`src/rtl/cache_pkg.sv`:
```
// Shared constants for the cache-side memory read path: bus widths, burst
// length and the one-hot state encoding used by the read arbiter.
package cache_pkg;

    localparam int unsigned ADDR_WIDTH  = 32;
    localparam int unsigned DATA_WIDTH  = 32;
    localparam int unsigned BURST_BEATS = 8;

    // Beat counter width; the counter saturates rather than wrapping.
    localparam int unsigned BEAT_CNT_W  = 4;

    localparam int unsigned ARB_STATE_W = 3;
    localparam logic [ARB_STATE_W-1:0] ARB_IDLE = 3'b001;
    localparam logic [ARB_STATE_W-1:0] ARB_REQ  = 3'b010;
    localparam logic [ARB_STATE_W-1:0] ARB_RSP  = 3'b100;

    // True when a burst whose final beat arrives with 'cnt' earlier beats
    // does not have the expected length. Widened so cnt+1 cannot wrap.
    function automatic logic burst_len_bad(input logic [BEAT_CNT_W-1:0] cnt,
                                           input int unsigned beats);
        logic [31:0] total;
        total = {{(32 - BEAT_CNT_W){1'b0}}, cnt} + 32'd1;
        return total != beats;
    endfunction

endpackage

```
`src/rtl/rr_pick2.sv`:
```
// Two-way winner select: round-robin against the last owner, or a fixed
// preference for port 1 when round-robin is disabled.
module rr_pick2 #(
    parameter int RR_EN = 1
) (
    input  logic [1:0] req,
    input  logic       last_grant,
    output logic       winner,
    output logic       any_req
);

    // Resolve the winner; a lone requester always wins.
    always_comb begin
        any_req = |req;
        if (req == 2'b11) begin
            winner = (RR_EN != 0) ? ~last_grant : 1'b1;
        end else begin
            winner = req[1];
        end
    end

endmodule

```
`src/rtl/mem_rd_arbiter.sv`:
```
// Shares one burst-read memory port between the I-cache (port 0) and the
// D-cache (port 1). One burst is in flight at a time; the request address is
// registered so there is no combinational path from a cache to memory.
module mem_rd_arbiter
    import cache_pkg::*;
#(
    parameter int unsigned ADDR_WIDTH  = cache_pkg::ADDR_WIDTH,
    parameter int unsigned DATA_WIDTH  = cache_pkg::DATA_WIDTH,
    parameter int unsigned BURST_BEATS = cache_pkg::BURST_BEATS,
    parameter int          RR_EN       = 1
) (
    input  logic                  clk,
    input  logic                  rst,

    input  logic                  m0_rd_req_valid,
    input  logic [ADDR_WIDTH-1:0] m0_rd_req_addr,
    output logic                  m0_rd_req_ready,
    output logic                  m0_rd_rsp_valid,
    output logic [DATA_WIDTH-1:0] m0_rd_rsp_data,
    output logic                  m0_rd_rsp_last,
    input  logic                  m0_rd_rsp_ready,

    input  logic                  m1_rd_req_valid,
    input  logic [ADDR_WIDTH-1:0] m1_rd_req_addr,
    output logic                  m1_rd_req_ready,
    output logic                  m1_rd_rsp_valid,
    output logic [DATA_WIDTH-1:0] m1_rd_rsp_data,
    output logic                  m1_rd_rsp_last,
    input  logic                  m1_rd_rsp_ready,

    output logic                  to_mem_rd_req_valid,
    output logic [ADDR_WIDTH-1:0] to_mem_rd_req_addr,
    input  logic                  from_mem_rd_req_ready,
    input  logic                  from_mem_rd_rsp_valid,
    input  logic [DATA_WIDTH-1:0] from_mem_rd_rsp_data,
    input  logic                  from_mem_rd_rsp_last,
    output logic                  to_mem_rd_rsp_ready,

    output logic                  grant_id,
    output logic                  burst_err
);

    logic [ARB_STATE_W-1:0] state_q;
    logic                   grant_q;
    logic                   last_grant_q;
    logic [ADDR_WIDTH-1:0]  addr_q;
    logic [BEAT_CNT_W-1:0]  cnt_q;
    logic                   err_q;

    logic                   winner;
    logic                   any_req;
    logic                   in_req;
    logic                   in_rsp;
    logic                   sel0;
    logic                   sel1;
    logic                   rsp_fire;

    rr_pick2 #(
        .RR_EN (RR_EN)
    ) u_pick (
        .req        ({m1_rd_req_valid, m0_rd_req_valid}),
        .last_grant (last_grant_q),
        .winner     (winner),
        .any_req    (any_req)
    );

    // State decode and the per-port routing selects.
    always_comb begin
        in_req   = (state_q == ARB_REQ);
        in_rsp   = (state_q == ARB_RSP);
        sel0     = in_rsp && !grant_q;
        sel1     = in_rsp && grant_q;
        rsp_fire = in_rsp && from_mem_rd_rsp_valid && to_mem_rd_rsp_ready;
    end

    // Output routing; everything not owned by the current phase is held at 0.
    always_comb begin
        to_mem_rd_req_valid = in_req;
        to_mem_rd_req_addr  = addr_q;
        m0_rd_req_ready     = in_req && !grant_q && from_mem_rd_req_ready;
        m1_rd_req_ready     = in_req && grant_q && from_mem_rd_req_ready;

        m0_rd_rsp_valid     = sel0 && from_mem_rd_rsp_valid;
        m0_rd_rsp_data      = sel0 ? from_mem_rd_rsp_data : '0;
        m0_rd_rsp_last      = sel0 && from_mem_rd_rsp_last;
        m1_rd_rsp_valid     = sel1 && from_mem_rd_rsp_valid;
        m1_rd_rsp_data      = sel1 ? from_mem_rd_rsp_data : '0;
        m1_rd_rsp_last      = sel1 && from_mem_rd_rsp_last;

        // Outside RSP memory beats are stalled, never consumed.
        to_mem_rd_rsp_ready = in_rsp && (grant_q ? m1_rd_rsp_ready : m0_rd_rsp_ready);

        grant_id            = grant_q;
        burst_err           = err_q;
    end

    // Burst sequencing: grant in IDLE, hand off the request in REQ, count
    // beats in RSP and check the burst length on the last one.
    always_ff @(posedge clk or negedge rst) begin
        if (!rst) begin
            state_q      <= ARB_IDLE;
            grant_q      <= 1'b0;
            last_grant_q <= 1'b1;
            addr_q       <= '0;
            cnt_q        <= '0;
            err_q        <= 1'b0;
        end else begin
            unique case (state_q)
                ARB_IDLE: begin
                    if (any_req) begin
                        grant_q <= winner;
                        addr_q  <= winner ? m1_rd_req_addr : m0_rd_req_addr;
                        state_q <= ARB_REQ;
                    end
                end
                ARB_REQ: begin
                    if (from_mem_rd_req_ready) begin
                        cnt_q   <= '0;
                        state_q <= ARB_RSP;
                    end
                end
                ARB_RSP: begin
                    if (rsp_fire) begin
                        if (cnt_q != {BEAT_CNT_W{1'b1}}) begin
                            cnt_q <= cnt_q + 1'b1;
                        end
                        if (from_mem_rd_rsp_last) begin
                            if (burst_len_bad(cnt_q, BURST_BEATS)) begin
                                err_q <= 1'b1;
                            end
                            last_grant_q <= grant_q;
                            grant_q      <= 1'b0;
                            state_q      <= ARB_IDLE;
                        end
                    end
                end
                default: begin
                    state_q <= ARB_IDLE;
                end
            endcase
        end
    end

endmodule
```
`config.mk`:
```
export PLATFORM = sky130hd
export DESIGN_NAME = mem_rd_arbiter
export DESIGN_NICKNAME = d
export VERILOG_FILES = /design/src/rtl/cache_pkg.sv /design/src/rtl/rr_pick2.sv /design/src/rtl/mem_rd_arbiter.sv
export SDC_FILE = /design/constraint.sdc
export NUM_CORES = 1
export LEC_CHECK = 0
export ABC_AREA = 1
export CAP_MARGIN = 40
export CORE_ASPECT_RATIO = 0.9
export CORE_MARGIN = 4
export CORE_UTILIZATION = 34
export CTS_BUF_LIST = sky130_fd_sc_hd__clkbuf_2
export DETAILED_ROUTE_END_ITERATION = 16
export PLACE_DENSITY = 0.83
export SKIP_LAST_GASP = 1
export SLEW_MARGIN = 25
export SYNTH_ARGS = -nofsm -noshare
export SYNTH_HDL_FRONTEND = slang
export SYNTH_HIERARCHICAL = 1
export SYNTH_SLANG_ARGS = --single-unit
export TNS_END_PERCENT = 100
```
`constraint.sdc`:
```
create_clock -name clk -period 1.9 [get_ports clk]
set_clock_uncertainty 0.1 [all_clocks]
set_input_delay 0.19 -clock clk [delete_from_list [all_inputs] [get_ports clk]]
set_output_delay 0.19 -clock clk [all_outputs]
set_load 0.02 [all_outputs]
```
# Word level (Yosys, flattened, before mapping)
# Cells that the tools add are included.
# totals
ff_bits	42
in_bits	105
output_inout_bits	106
word_cells	61
# op_classes
n_addsub	2
eq_ne	11
mux	18
n_bitwise	1
n_reduce_logical	23
# op_table
operator	count
$mux W32	3
$reduce_and A4 Y1	4
$logic_and A1 B1 Y1	13
$mux W3	4
$mux W4	3
$pmux W3 S3	1
$pmux W4 S2	1
$ne A2 B2 Y1 const B	3
$add A4 B1 Y5 const B	1
$mux W1	5
$ne A5 B4 Y1 const B	1
$add A4 B1 Y4 const B	1
$ne A2 B1 Y1 const B	2
$ne A4 B4 Y1 const B	1
$reduce_bool A2 Y1	2
$eq A3 B1 Y1 const B	1
$eq A3 B2 Y1 const B	1
$eq A3 B3 Y1 const B	1
$reduce_and A3 Y1	1
$eq A2 B2 Y1 const B	1
$pmux W1 S2	1
$reduce_and A2 Y1	1
$reduce_or A2 Y1	1
$logic_not A1 Y1	1
$not A1 Y1	1

# Depth between registers and ports, before layout
# Gate-level depths: netlist of run 1.
# logic_depth
depth_word	5
ltp_mapped	8
depth_no_buf	8

# Modules after synthesis
# The synthesis of run 1 kept the hierarchy.
# by_module_without_submodules
mod	n_inst	cells_per_inst	area_per_inst_um2	seq_area_each_um2
mem_rd_arbiter	1	378	2628.8	1053.5
rr_pick2	1	3	15.0	0.0

# Least setup slack after synthesis of run 1
# Ideal clock, no wire load.
# synth_path
kind	reg2out
start	register state_q[1]
end	output m1_rd_rsp_data[10]
arrival_time_ps	1319
t_required_ps	1610
path_slack_ps	291
stages_incl_launch_ff	7
path_buffers	1
cell_sequence	dfrtp_1 -> nor2_1 -> nand2_2 -> inv_2 -> nand2_2 -> buf_2 -> nor2_1
# synth_between
elab_chain_cells	3
# synth_lines
item	line	rtl
start: declaration	mem_rd_arbiter.sv:43	logic [ARB_STATE_W-1:0] state_q;
start signal: assignment	mem_rd_arbiter.sv:101	state_q <= ARB_IDLE;
start signal: assignment	mem_rd_arbiter.sv:113	state_q <= ARB_REQ;
start signal: assignment	mem_rd_arbiter.sv:119	state_q <= ARB_RSP;
$eq A3 B3 Y1	mem_rd_arbiter.sv:70	in_rsp = (state_q == ARB_RSP);
$logic_and A1 B1 Y1	mem_rd_arbiter.sv:72	sel1 = in_rsp && grant_q;
$mux W32	mem_rd_arbiter.sv:87	m1_rd_rsp_data = sel1 ? from_mem_rd_rsp_data : '0;
end: declaration	mem_rd_arbiter.sv:27	output logic [DATA_WIDTH-1:0] m1_rd_rsp_data,
# Every way passes these cells.

# Worst setup path in the final report of run 1
# layout_path
start	register state_q[1]
end	output m1_rd_rsp_data[5]
# The elaborated chain is that of the path after synthesis.

==> impl_metrics.json, run 1 <==
{
  "status": "finished, violations left",
  "violations": "negative setup slack",
  "cts_tree": "yes",
  "clk_pin_slew_ps": 200,
  "reg2reg_to": "cnt_q[1]",
  "cts.sinks": 42,
  "swShare_pct": 42.3,
  "routed_wl_mm": 10.2,
  "finalNetCount": 710,
  "switchingPower_mw": 2.24,
  "core_area_um2": 7540,
  "min_path_type": "primary input to asynchronous set/reset pin",
  "cp-start-kind": "register",
  "areaGrowthSynthToFinish_pct": 90.4,
  "fill_cells": 625,
  "synthFlopType": "dfrtp_1",
  "leakage_nw": 2.56,
  "max_freq_ghz": 0.520,
  "cts_max_level": 2,
  "insertion_delay_ps": 370,
  "drive_above_1_share_pct": 26.5,
  "cts-root-buf": "clkbuf_2",
  "grt_pass1_vias": 3126,
  "syn_inst": 381,
  "synth_area_leaders": "dfrtp_1 (38%), nor2_1 (21%), nand2_1 (8.7%), o31ai_2 (8.0%), inv_1 (6.8%)",
  "netlist_top_cells_count": "nor2_1 (145), nand2_1 (61), inv_1 (48)",
  "drtPass1Iterations": 4,
  "total_power_mw": 5.30,
  "reg2reg_from": "state_q[0]",
  "gr-total-overflow": 0,
  "grt_usage_pct": 20.7,
  "syn_area_um2": 2640,
  "antenna_found_initial": 0,
  "gp_congestion": 0.959,
  "drtIter0Drc": 60,
  "synthMuxAreaShare_pct": 0,
  "hold_violations": 0,
  "synth_xor_area_share_pct": 0.331,
  "synth_top_area_share_pct": 37.9,
  "die_h_um": 91.7,
  "yosysWarnings": 6,
  "seqPwrFrac_pct": 29.1,
  "pwr-share-clk_pct": 9.7,
  "routedWlPerCell_um": 14.5,
  "setup_viol": 12,
  "rsz0062_at_grt": "true",
  "die-area_um2": 9250,
  "fin_crit_ps": 1920,
  "synthesis.nets": 488,
  "internal_power_mw": 3.06,
  "ir_drop_mv": 0.722,
  "drc": 0,
  "clock_path_buffers": 2,
  "final-seq-area_um2": 1050,
  "worst-setup-path-type": "register to output pin",
  "r2r_cells": 8,
  "cp_max_fo": 19,
  "grt_max_degree": 51,
  "endpoint_kind": "output pin",
  "layout_setup_ws_ps": -23.5,
  "synth_top_family_by_area": "simple AND/OR/NAND/NOR gates",
  "async_flop_share_pct": 100,
  "syn_avg_cell_area_um2": 6.94,
  "numCtsBuffers": 5,
  "ff2ff_setup_slack_ps": 230,
  "synth_cell_types": 24,
  "yosysMostFrequentCell": "nor2_1",
  "power_density_nw_per_um2": 1050,
  "slew_headroom_pct": 64.1,
  "ys_seq_area_share_pct": 39.8,
  "period_share_pct": 101,
  "slew_viol_final": 0,
  "final_antenna_net_count": 0,
  "finalSetupTns_ps": -108,
  "synth_edf_count": 0,
  "yosys_register_bits": 42,
  "tightest_slew_ps": 538,
  "grt_pass1_wl_mm": 15.3,
  "required_ps": 1610,
  "fin_hold_ws_ps": 279,
  "yosys.area_share.simple_pct": 33.6,
  "ios": 211,
  "num_antenna_cells": 0,
  "fp-row-count": 30,
  "portBuffers": 210,
  "initial_core_util_pct": 35.0,
  "synthAdderAreaFrac_pct": 0.947,
  "die_w_um": 101,
  "synth_compound_area_share_pct": 13.9,
  "multi_input_area_um2": 1380,
  "fin_util_pct": 66.7,
  "pwr-share-comb_pct": 61.2,
  "routed-via-count": 3260,
  "avgViaCountPerCell": 4.66,
  "cap_violations": 0,
  "synth_largest_area_cell": "dfrtp_1",
  "critPathArrivalTime_ps": 1630,
  "dp_hpwl_mm": 8.08
}
==> through the flow <==
| stage | instance area [um^2] | std cells | worst slack [ps] |
|---|---|---|---|
| 5_1_grt | 5030 | 700 | -181 |
| 3_5_place_dp | 4970 | 688 | -121 |
| 6_report | 5030 | 700 | -23.5 |
| 3_3_place_gp | 4970 | 688 | -89.3 |
| 4_1_cts | 4820 | 698 | -29.5 |
| 2_1_floorplan | 2640 | 381 | 291 |
==> layout by cell type (no fill, tap or decap) <==
cell type	n
a21oi_2	1
buf_12	5
ha_1	2
nand4_1	1
buf_6	17
o31ai_2	17
xnor2_1	1
o21ai_0	1
inv_2	2
buf_2	3
o21ai_2	1
nand2_4	2
dfstp_2	2
o21ai_1	1
o31ai_1	15
nand2_2	4
clkdlybuf4s50_1	136
nor2_2	23
nor2_4	2
inv_1	47
a21oi_1	2
buf_4	72
a21o_1	1
bufinv_16	1
nor2_1	122
clkbuf_2	7
nand2_1	59
dfrtp_1	40
inv_4	1
dlygate4sd3_1	1
nand3_1	13
or2_1	1
dlymetal6s2s_1	1
==> per-layer routing <==
layer	vias up	part of all wire (%)	track usage [%]	wire, um
li1	1611	-	-	-
met1	1473	36	22.1	3700
met2	165	51	38.4	5200
met3	11	11	7.15	1120
met4	0	1.5	5.43	153
met5	-	0	0	0
==> final cells by class <==
| type | count | area share [%] |
|---|---|---|
| clock buffers | 7 | 0.696 |
| clock inverters | 1 | 0.596 |
| inverters | 50 | 3.78 |
| multi-input cells | 269 | 27.3 |
| flip-flops and latches | 42 | 20.9 |
| well taps | 96 | 2.39 |
| repair buffers | 235 | 44.3 |
==> critical path: stages, from the launching register on <==
cell,delay (ps)
dfrtp_1,440
nor2_2,150
nand2_2,90
inv_4,80
nand2_4,80
buf_12,170
nor2_1,110
buf_4,160
==> power groups by stage <==
stage / Combinational, mW / Sequential, mW / Clock (mW)
5_1_grt: 3.53 / 1.60 / 0.566
3_3_place_gp: 3.16 / 1.54 / 0
3_5_place_dp: 3.21 / 1.55 / 0
4_1_cts: 3.20 / 1.55 / 0.531
2_1_floorplan: 1.30 / 1.98 / 0
6_report: 3.24 / 1.54 / 0.514
==> worst max-delay path by stage <==
stage                from            endpoint  cells after the start
3_5_place_dp   state_q[1]   m1_rd_rsp_data[5]                      7
2_1_floorplan  state_q[1]  m1_rd_rsp_data[10]                      6
6_report       state_q[1]   m1_rd_rsp_data[5]                      7
4_1_cts        state_q[1]   m1_rd_rsp_data[5]                      7
5_1_grt        state_q[1]  m1_rd_rsp_data[13]                      7
3_3_place_gp   state_q[1]   m1_rd_rsp_data[2]                      7
==> timing repair <==
item / CTS / global route
pin swaps: 1 / 1
buffers inserted: 1 / 2
hold endpoints to repair: 40 / 0
resized for setup: 311 / 92
setup endpoints to repair: 72 / 73
hold buffers: 1 / 0
==> flip-flops by register name, indices dropped and copies added (netlist names) <==
signal,count
cnt_q,4
grant_id,1
burst_err,1
state_q,3
to_mem_rd_req_addr,32
last_grant_q,1
==> logic make-up (layout without fill, tap and decap cells) <==
logic type / count (synthesis) / after routing
and+or+nand+nor: 227 / 227
buffers and inverters: 70 / 293
DFF: 42 / 42
AOI/OAI and AO/OA: 39 / 39
adders and majority gates: 2 / 2
xor gates and xnor gates: 1 / 1
Note: power is estimated with default switching activity, not from simulation.
==> run 2: changes to the inputs <==
- clock period: 1.9 -> 2.2 ns (I/O delays scaled with it)
==> run 2 against run 1 <==
The run now ends clean. Design area fell by 7.5%. Sequential power fell by 12%. Total power fell by 16%. First-iteration DRC count rose by 130%.
==> impl_metrics.json, run 2 (synthesized netlist as in run 1, its figures left out) <==
{
  "internal_power_mw": 2.51,
  "hold_violations": 0,
  "route.met3.wl_mm": 1.21,
  "grt_pass1_vias": 3236,
  "die_h_um": 91.7,
  "drtPass1Iterations": 7,
  "routed-via-count": 3291,
  "required_ps": 1880,
  "cap_violations": 0,
  "largest_reg_flops": 32,
  "cts-root-buf": "clkbuf_2",
  "wl_met2_mm": 4.99,
  "grt_pass1_wl_mm": 15.6,
  "core_area_um2": 7540,
  "endpoint_kind": "output pin",
  "ios": 211,
  "ir_drop_mv": 0.719,
  "fill_cells": 682,
  "routedLengthMet1_mm": 3.83,
  "critPathArrivalTime_ps": 1790,
  "num_antenna_cells": 0,
  "routed.top_layer": "met4",
  "switchingPower_mw": 1.91,
  "rsz0062_at_grt": "true",
  "cts.sinks": 42,
  "mostFrequentLayoutCell": "nor2_1",
  "cts_max_level": 2,
  "setup_viol": 0,
  "slew_viol_final": 0,
  "avgViaCountPerCell": 4.78,
  "clk_pin_slew_ps": 220,
  "pwr-share-clk_pct": 10.2,
  "max_freq_ghz": 0.474,
  "antenna_found_initial": 0,
  "numCtsBuffers": 5,
  "seqPwrFrac_pct": 30.5,
  "portBuffers": 210,
  "dp_hpwl_mm": 8.34,
  "areaGrowthSynthToFinish_pct": 76.1,
  "final_antenna_net_count": 0,
  "min_path_type": "primary input to asynchronous set/reset pin",
  "insertion_delay_ps": 370,
  "cts_tree": "yes",
  "initial_core_util_pct": 35.0,
  "status": "completed",
  "fin_crit_ps": 2110,
  "die-area_um2": 9250,
  "worst-setup-path-type": "register to output pin",
  "gr-total-overflow": 0,
  "routedWlPerCell_um": 15.0,
  "drc": 0,
  "grt_usage_pct": 21.0,
  "leakage_nw": 2.45,
  "finalNetCount": 698,
  "die_w_um": 101,
  "tightest_slew_ps": 376,
  "period_share_pct": 95.8,
  "fp-row-count": 30,
  "finalSetupTns_ps": 0,
  "drtIter0Drc": 140,
  "cp_max_fo": 18,
  "swShare_pct": 43.2,
  "routed_wl_mm": 10.3,
  "power_density_nw_per_um2": 950,
  "pwr-share-comb_pct": 59.3,
  "drive_above_1_share_pct": 18.9,
  "mostFrequentLayoutCells": "nor2_1 (144), clkdlybuf4s50_1 (137), nand2_1 (61), inv_1 (48), clkbuf_2 (44)",
  "gp_congestion": 0.973,
  "cp-start-kind": "register",
  "grt_max_degree": 51,
  "slew_headroom_pct": 74.8,
  "fin_hold_ws_ps": 118,
  "clock_path_buffers": 2
}
==> run 2: cell count changes in the layout (fill, tap and decap cells not counted), sizes merged <==
cell           delta
clkdlybuf4s50     +1
buf              -61
dlygate4sd2       +6
clkdlybuf4s15     +5
clkbuf           +37
==> run 2: layer usage <==
layer / GRT usage, % / up-vias
met2: 38.9 / 191
met4: 7.20 / 0
met3: 7.45 / 23
met5: 0 / -
met1: 21.5 / 1486
li1: - / 1591
==> run 2: cell type report <==
type | count | area (um^2) | share of cell area (%)
clock buffer | 7 | 35.0 | 0.752
clock inverter | 1 | 30.0 | 0.645
inverter | 50 | 188 | 4.03
multi-input combinational | 269 | 1290 | 27.8
sequential | 42 | 1050 | 22.6
tap | 96 | 120 | 2.58
timing repair buffer | 223 | 1930 | 41.5
==> run 2: final timing paths <==
path / from / to / slack [ps] / depth (start not counted)
hold / removal: rst / to_mem_rd_req_addr[19] / 120 / 2
hold reg to reg: burst_err / burst_err / 400 / 2
max in group asynchronous: rst / state_q[0] / 1260 / 3
setup / recovery: state_q[0] / m0_rd_rsp_data[18] / 90 / 7
min in group clk: m0_rd_req_addr[24] / to_mem_rd_req_addr[24] / 300 / 3
setup reg to reg: last_grant_q / to_mem_rd_req_addr[18] / 540 / 5
==> run 2: critical path, stage by stage, from the launching register on <==
cell	delay, ps
dfstp_2	610
nor2_2	50
nand2_2	60
inv_2	60
nand2_2	120
buf_6	190
nor2_1	50
clkdlybuf4s15_1	280
==> run 2: timing repair <==
item / 4_1_cts / 5_1_grt
buffers inserted: 0 / 1
gates resized for setup: 140 / 84
hold buffers: 1 / 0
endpoints found under the setup margin: 70 / 69
endpoints found under the hold margin: 40 / 0
==> run 2: power groups by stage <==
stage	Clock (mW)	Sequential [mW]	Combinational [mW]
6_report	0.451	1.35	2.62
3_5_place_dp	0	1.36	2.68
2_1_floorplan	0	1.71	1.12
4_1_cts	0.464	1.35	2.65
5_1_grt	0.488	1.40	2.84
3_3_place_gp	0	1.35	2.61
==> run 2: stage by stage <==
step | setup WS, ps | utilization [%] | std cells | power (mW) | area [um^2]
final | 91.7 | 61.7 | 688 | 4.42 | 4660
after global placement | 150 | 64.4 | 678 | 3.96 | 4860
after CTS | -75.7 | 65.4 | 687 | 4.47 | 4930
after detailed placement | 112 | 64.4 | 678 | 4.03 | 4860
after global routing | -75.5 | 61.7 | 688 | 4.73 | 4660
after floorplan | 561 | - | 381 | 2.83 | 2640
